File: src/rtl/ldpc_bf_decoder.sv
// Hard-decision bit-flipping LDPC decoder: one parity row per cycle, at most one flip per iteration.
// Latency: (flips+1)*(M+1) cycles from accept to out_valid; M = N-K.
// Backpressure: in_ready only in IDLE, result held in DONE until out_ready; optional iter_count port via LDPC_BF_ITER_COUNT_EN.
module ldpc_bf_decoder #(
  parameter int N        = 11,
  parameter int K        = 6,
  parameter int MAX_ITER = 8,
  parameter logic [(N-K)*N-1:0] H_MATRIX = {11'h418, 11'h20C, 11'h126, 11'h083, 11'h071}
) (
  input  logic         clk,
  input  logic         rst,
  input  logic         in_valid,
  output logic         in_ready,
  input  logic [N-1:0] code_in,
  output logic         out_valid,
  input  logic         out_ready,
  output logic [N-1:0] decoded,
  output logic [K-1:0] info_out,
  output logic         success
`ifdef LDPC_BF_ITER_COUNT_EN
  ,
  output logic [7:0]   iter_count
`endif
);

  localparam int M  = N - K;
  localparam int CW = $clog2(M + 1);
  localparam int RW = (M > 1) ? $clog2(M) : 1;
  localparam int IW = (N > 1) ? $clog2(N) : 1;

  typedef enum logic [1:0] {
    S_IDLE,
    S_SYND,
    S_EVAL,
    S_DONE
  } state_t;

  state_t          state_q;
  logic [N-1:0]    word_q;
  logic [M-1:0]    syn_q;
  logic [RW-1:0]   row_q;
  logic [7:0]      iter_q;
  logic [CW-1:0]   cnt_q [N];
  logic            in_ready_q;
  logic            out_valid_q;
  logic [N-1:0]    decoded_q;
  logic            success_q;

  logic [N-1:0]    row_bits;
  logic            row_odd;
  logic [IW-1:0]   flip_idx;
  logic [CW-1:0]   best_cnt;
  logic [N-1:0]    flip_mask;

  // Current parity row and whether the word violates it.
  always_comb begin
    row_bits = H_MATRIX[int'(row_q)*N +: N];
    row_odd  = ^(word_q & row_bits);
  end

  // Pick the bit with the most unsatisfied checks; >= makes the highest index win ties.
  always_comb begin
    flip_idx = '0;
    best_cnt = cnt_q[0];
    for (int j = 1; j < N; j++) begin
      if (cnt_q[j] >= best_cnt) begin
        best_cnt = cnt_q[j];
        flip_idx = IW'(j);
      end
    end
    flip_mask = N'(1) << flip_idx;
  end

  // Control FSM with all datapath state and registered outputs.
  always_ff @(posedge clk or posedge rst) begin
    if (rst) begin
      state_q     <= S_IDLE;
      word_q      <= '0;
      syn_q       <= '0;
      row_q       <= '0;
      iter_q      <= '0;
      for (int j = 0; j < N; j++) cnt_q[j] <= '0;
      in_ready_q  <= 1'b1;
      out_valid_q <= 1'b0;
      decoded_q   <= '0;
      success_q   <= 1'b0;
    end else begin
      case (state_q)
        S_IDLE: begin
          // in_ready is always high here, so in_valid alone completes the handshake.
          if (in_valid) begin
            word_q     <= code_in;
            iter_q     <= '0;
            syn_q      <= '0;
            row_q      <= '0;
            for (int j = 0; j < N; j++) cnt_q[j] <= '0;
            in_ready_q <= 1'b0;
            state_q    <= S_SYND;
          end
        end
        S_SYND: begin
          if (row_odd) begin
            syn_q[row_q] <= 1'b1;
            for (int j = 0; j < N; j++) begin
              if (row_bits[j]) cnt_q[j] <= cnt_q[j] + CW'(1);
            end
          end
          if (row_q == RW'(M - 1)) begin
            row_q   <= '0;
            state_q <= S_EVAL;
          end else begin
            row_q <= row_q + RW'(1);
          end
        end
        S_EVAL: begin
          if (syn_q == '0) begin
            decoded_q   <= word_q;
            success_q   <= 1'b1;
            out_valid_q <= 1'b1;
            state_q     <= S_DONE;
          end else if (iter_q == 8'(MAX_ITER)) begin
            decoded_q   <= word_q;
            success_q   <= 1'b0;
            out_valid_q <= 1'b1;
            state_q     <= S_DONE;
          end else begin
            word_q  <= word_q ^ flip_mask;
            iter_q  <= iter_q + 8'd1;
            syn_q   <= '0;
            for (int j = 0; j < N; j++) cnt_q[j] <= '0;
            state_q <= S_SYND;
          end
        end
        S_DONE: begin
          if (out_ready) begin
            out_valid_q <= 1'b0;
            in_ready_q  <= 1'b1;
            state_q     <= S_IDLE;
          end
        end
        default: state_q <= S_IDLE;
      endcase
    end
  end

  assign in_ready  = in_ready_q;
  assign out_valid = out_valid_q;
  assign decoded   = decoded_q;
  assign info_out  = decoded_q[K-1:0];
  assign success   = success_q;

`ifdef LDPC_BF_ITER_COUNT_EN
  logic [7:0] iter_count_q;

  // Flip count captured alongside the result so it stays stable in DONE.
  always_ff @(posedge clk or posedge rst) begin
    if (rst) begin
      iter_count_q <= '0;
    end else if (state_q == S_EVAL && (syn_q == '0 || iter_q == 8'(MAX_ITER))) begin
      iter_count_q <= iter_q;
    end
  end

  assign iter_count = iter_count_q;
`endif

endmodule

File: config.mk
export PLATFORM = sky130hd
export DESIGN_NAME = ldpc_bf_decoder
export DESIGN_NICKNAME = d
export VERILOG_FILES = /design/src/rtl/ldpc_bf_decoder.sv
export SDC_FILE = /design/constraint.sdc
export NUM_CORES = 1
export LEC_CHECK = 0
export BUFFER_PORTS_ARGS = -buffer_cell sky130_fd_sc_hd__buf_2
export CAP_MARGIN = 10
export CELL_PAD_IN_SITES_DETAIL_PLACEMENT = 0
export CELL_PAD_IN_SITES_GLOBAL_PLACEMENT = 1
export CORE_MARGIN = 3
export CORE_UTILIZATION = 35
export CTS_BUF_LIST = sky130_fd_sc_hd__clkbuf_16
export CTS_CLUSTER_DIAMETER = 60
export DETAILED_ROUTE_END_ITERATION = 16
export GPL_TIMING_DRIVEN = 0
export HOLD_SLACK_MARGIN = 0.12
export PLACE_DENSITY_LB_ADDON = 0.1
export SLEW_MARGIN = 20
export SYNTH_ARGS = -nofsm -noshare
export SYNTH_HDL_FRONTEND = slang
export SYNTH_SLANG_ARGS = --single-unit
File: constraint.sdc
create_clock -name clk -period 37.5 [get_ports clk]
set_input_delay 5.625 -clock clk [delete_from_list [all_inputs] [get_ports clk]]
set_output_delay 5.625 -clock clk [all_outputs]
set_load 0.01 [all_outputs]
==> results.md <==
Clock tree:
- The total clock buffers created by CTS is 9.
- The number of hold buffers added after CTS is 0.
- The H-tree was split into 3 levels.
- Clock tree synthesis selected as its root buffer the cell clkbuf_16.
- The number of sinks on the clock net is 76.
- No sink is reached through more buffers than the 2 on the longest clock path.
- Gates resized during post-CTS repair numbered 0.
- The clock transition at the registers of the reported paths is 60 ps.
- The clock latency at the later pin of the worst-skew pair is 350 ps.
- Buffers added to address setup during post-CTS repair amount to 0.
- The CTS tree is built.

STA:
- The slew at the pin with the worst max-slew slack is 770 ps.
- Setup violations remaining at the end of the flow were counted as 0.
- Dividing the final minimum period by the clock period gives 0.425.
- Counting I/O delays and the setup requirement, the final critical path takes 15940 ps.
- Based on the critical path, the design can be clocked at up to 0.0627 GHz.
- Setup repair after global routing left no endpoint under its margin.
- The worst clock skew is 10.7 ps.
- The number of pins exceeding their max-slew limit in the final report is 0.
- The count of final hold-check violations is 0.
- The sum of negative setup slack is 0 ps.
- The worst-case headroom to the max-slew limit is 0.483.

Global route:
- The first global-routing pass estimated 25100 microns of wire.
- In the global route stage, overall resource usage came out at 0.192.
- The number of antenna violations at the first check in global routing came to 0.
- The global-route congestion overflow total is 0.
- Entering global routing, the biggest net connects 47 pins.
- The via count of the first global-routing pass is 4639.

Cells and area:
- Leaving out fill and tap cells, the most frequent cells in the layout are dfrtp_1, nand2_1, nor2_1.
- The count of antenna diodes in the layout is 0.
- In the final layout, the share of cells above drive strength 1 is 0.145.
- The leading cell type in the layout, fill and taps excluded is dfrtp_1.
- The final-stage net count is 712.
- The layout overhead on the synthesized area is 12.7%.
- With fillers left out, the area of the finished cells amounts to 0.00606 sq mm.
- The post-route non-filler standard cell count is 852.
- Once layout is complete, the utilization of the core stands at 0.411.

Die:
- Measured along the x axis, the die boundary spans 130 microns.
- The overall die area is 0.0169 sq mm.
- After floorplanning, the core was divided into 44 placement rows.
- The core region is 0.0148 sq mm.
- For this configuration, the core starts out at a cell density of 0.364.
- The die is 130 microns tall.
- In this run the count of I/O pins placed on the die edge is 35.

Synthesis:
- Counting flops and latches in the post-synthesis netlist gives 76.
- Synthesis produced a netlist with a net count of 666.
- By area the synthesized netlist is led by dfrtp_1, ha_1, nand2_1.
- The total of warnings raised by yosys is 0.
- For this run, the register share of the synthesized area comes to 0.354.
- The post-synthesis instance area is 0.00538 sq mm.
- The number of enable flip-flop cells after synthesis is 0.
- The count of cell types in the netlist is 77.
- The synthesized area per cell is 8.71 sq um.
- The dominant register cell in the synthesized netlist is dfrtp_1.
- The share of synthesized registers carrying an async set or reset is 1.00.
- The portion of synthesized cell area occupied by the leading cell type is 0.349.
- The largest total area in the synthesized netlist belongs to dfrtp_1.
- The number of cells produced by synthesis is 617.

Place:
- The number of instances in the placed design is 836.
- The count of buffers inserted at the top-level ports is 34.
- The weighted congestion at the end of routability-driven global placement is 0.798.
- The placed cell area is 0.00580 sq mm.
- Once detailed placement completed, the half-perimeter wirelength came to 11600 microns.

Setup path:
- By startpoint and endpoint, the worst setup path is classified as reg -> reg.
- The delay of the slowest cell on the worst path is 540 ps.
- For the worst setup path, the data required time is 37740 ps.
- The worst-path cell with the longest stage delay is a21oi_1.
- Data on the critical path arrives at its endpoint at 16180 ps.
- The endpoint kind of the worst setup timing path is a register.
- The critical-path maximum fanout is 10.
- The most numerous cell on the critical path is ha_1.
- The category of the worst setup path launch point is a register.

Detailed routing:
- Using the TritonRoute via totals, the vias-per-cell ratio works out to 5.57.
- For this run, the detailed router's first-pass iteration total came to 4.
- After detailed routing, the average wire length per cell comes to 17.8 microns.
- The detailed router finished its first iteration with 237 violations.
- For this run, design rule violations remaining after detail routing come to 0.
- The routed layout has 4749 vias.
- The overall routed net length is 15100 microns.
- The antenna violation net count after detailed routing is 0.

Run status:
- The flow ran to the end, and the final reports show no timing, DRC or antenna violations.

Run:
- Across the run, the number of max-cap violations was 0.

Worst hold path:
- The min-delay analysis places its worst path in the category reg -> reg.
==> per-stage QoR <==
step	worst slack (ps)	hold slack, ps
after detailed placement	21580	485
final	21560	494
after global routing	20200	511
after global placement	21700	478
after CTS	21480	501
after floorplan	23700	454
==> synthesized netlist by cell type (5+ instances only) <==
cell type  number
dfrtp_1        75
nand2_1        67
nor2_1         53
o21ai_0        48
ha_1           34
inv_1          33
a21oi_1        30
nand3_1        27
clkbuf_1       18
nor3_1         18
nand2b_1       16
mux2_2         15
xnor2_1        13
o211ai_1       11
a22o_1         10
a31oi_1         8
o21a_1          8
or3_1           8
buf_4           7
nor2b_1         7
nor4_1          7
a21o_1          6
o22ai_1         6
and2_1          5
xor2_1          5
==> final cells by class <==
cell class	instances	area, sq um
Tap cell	184	230
Timing Repair Buffer	35	190
Inverter	34	130
Fill cell	1491	8690
Multi-Input combinational cell	478	3190
Clock inverter	7	35.0
Clock buffer	9	225
Buffer	29	151
Sequential cell	76	1900
==> worst paths after layout <==
kind / start / endpoint / slack, ps / cells past startpoint
min in group asynchronous: rst / cnt_q[26] / 5350 / 2
min: out_valid / out_valid / 490 / 2
max reg2reg: cnt_q[32] / word_q[5] / 21560 / 70
max: cnt_q[32] / word_q[5] / 21560 / 70
min reg2reg: out_valid / out_valid / 490 / 2
max in group asynchronous: rst / cnt_q[8] / 31530 / 3
==> sequential cells by signal, summed over array words and instances, names as in the netlist <==
register,cells
word_q,11
success,1
iter_q,8
decoded,11
in_ready,1
state_q,2
out_valid,1
syn_q,5
row_q,3
cnt_q,33
==> worst max-delay path, delay by kind of cell (launching register included) <==
kind                       cells  cell delay, ps
DFF                            1             470
AOI/OAI and AO/OA             30            6570
and+or+nand+nor               21            3400
muxes                          4            1300
buffers and inverters          2             300
adders and majority gates     13            3760
==> per-layer routing <==
metal	global-route usage	vias up	wire, microns
met4	0.0562	0	161
met3	0.0340	13	489
met1	0.263	2330	7200
li1	-	2321	-
met5	0	-	0
met2	0.313	85	7280
==> cell families after synthesis <==
| family | synth area share |
|---|---|
| compound gates | 0.227 |
| xor+xnor | 0.0335 |
| fa+ha+maj | 0.0908 |
| buf+inv | 0.0519 |
| flops | 0.354 |
| mux | 0.0451 |
| simple gates | 0.198 |
Power is not shown: default switching activity piles up to over one toggle a cycle in this logic, so the estimate is an artifact.
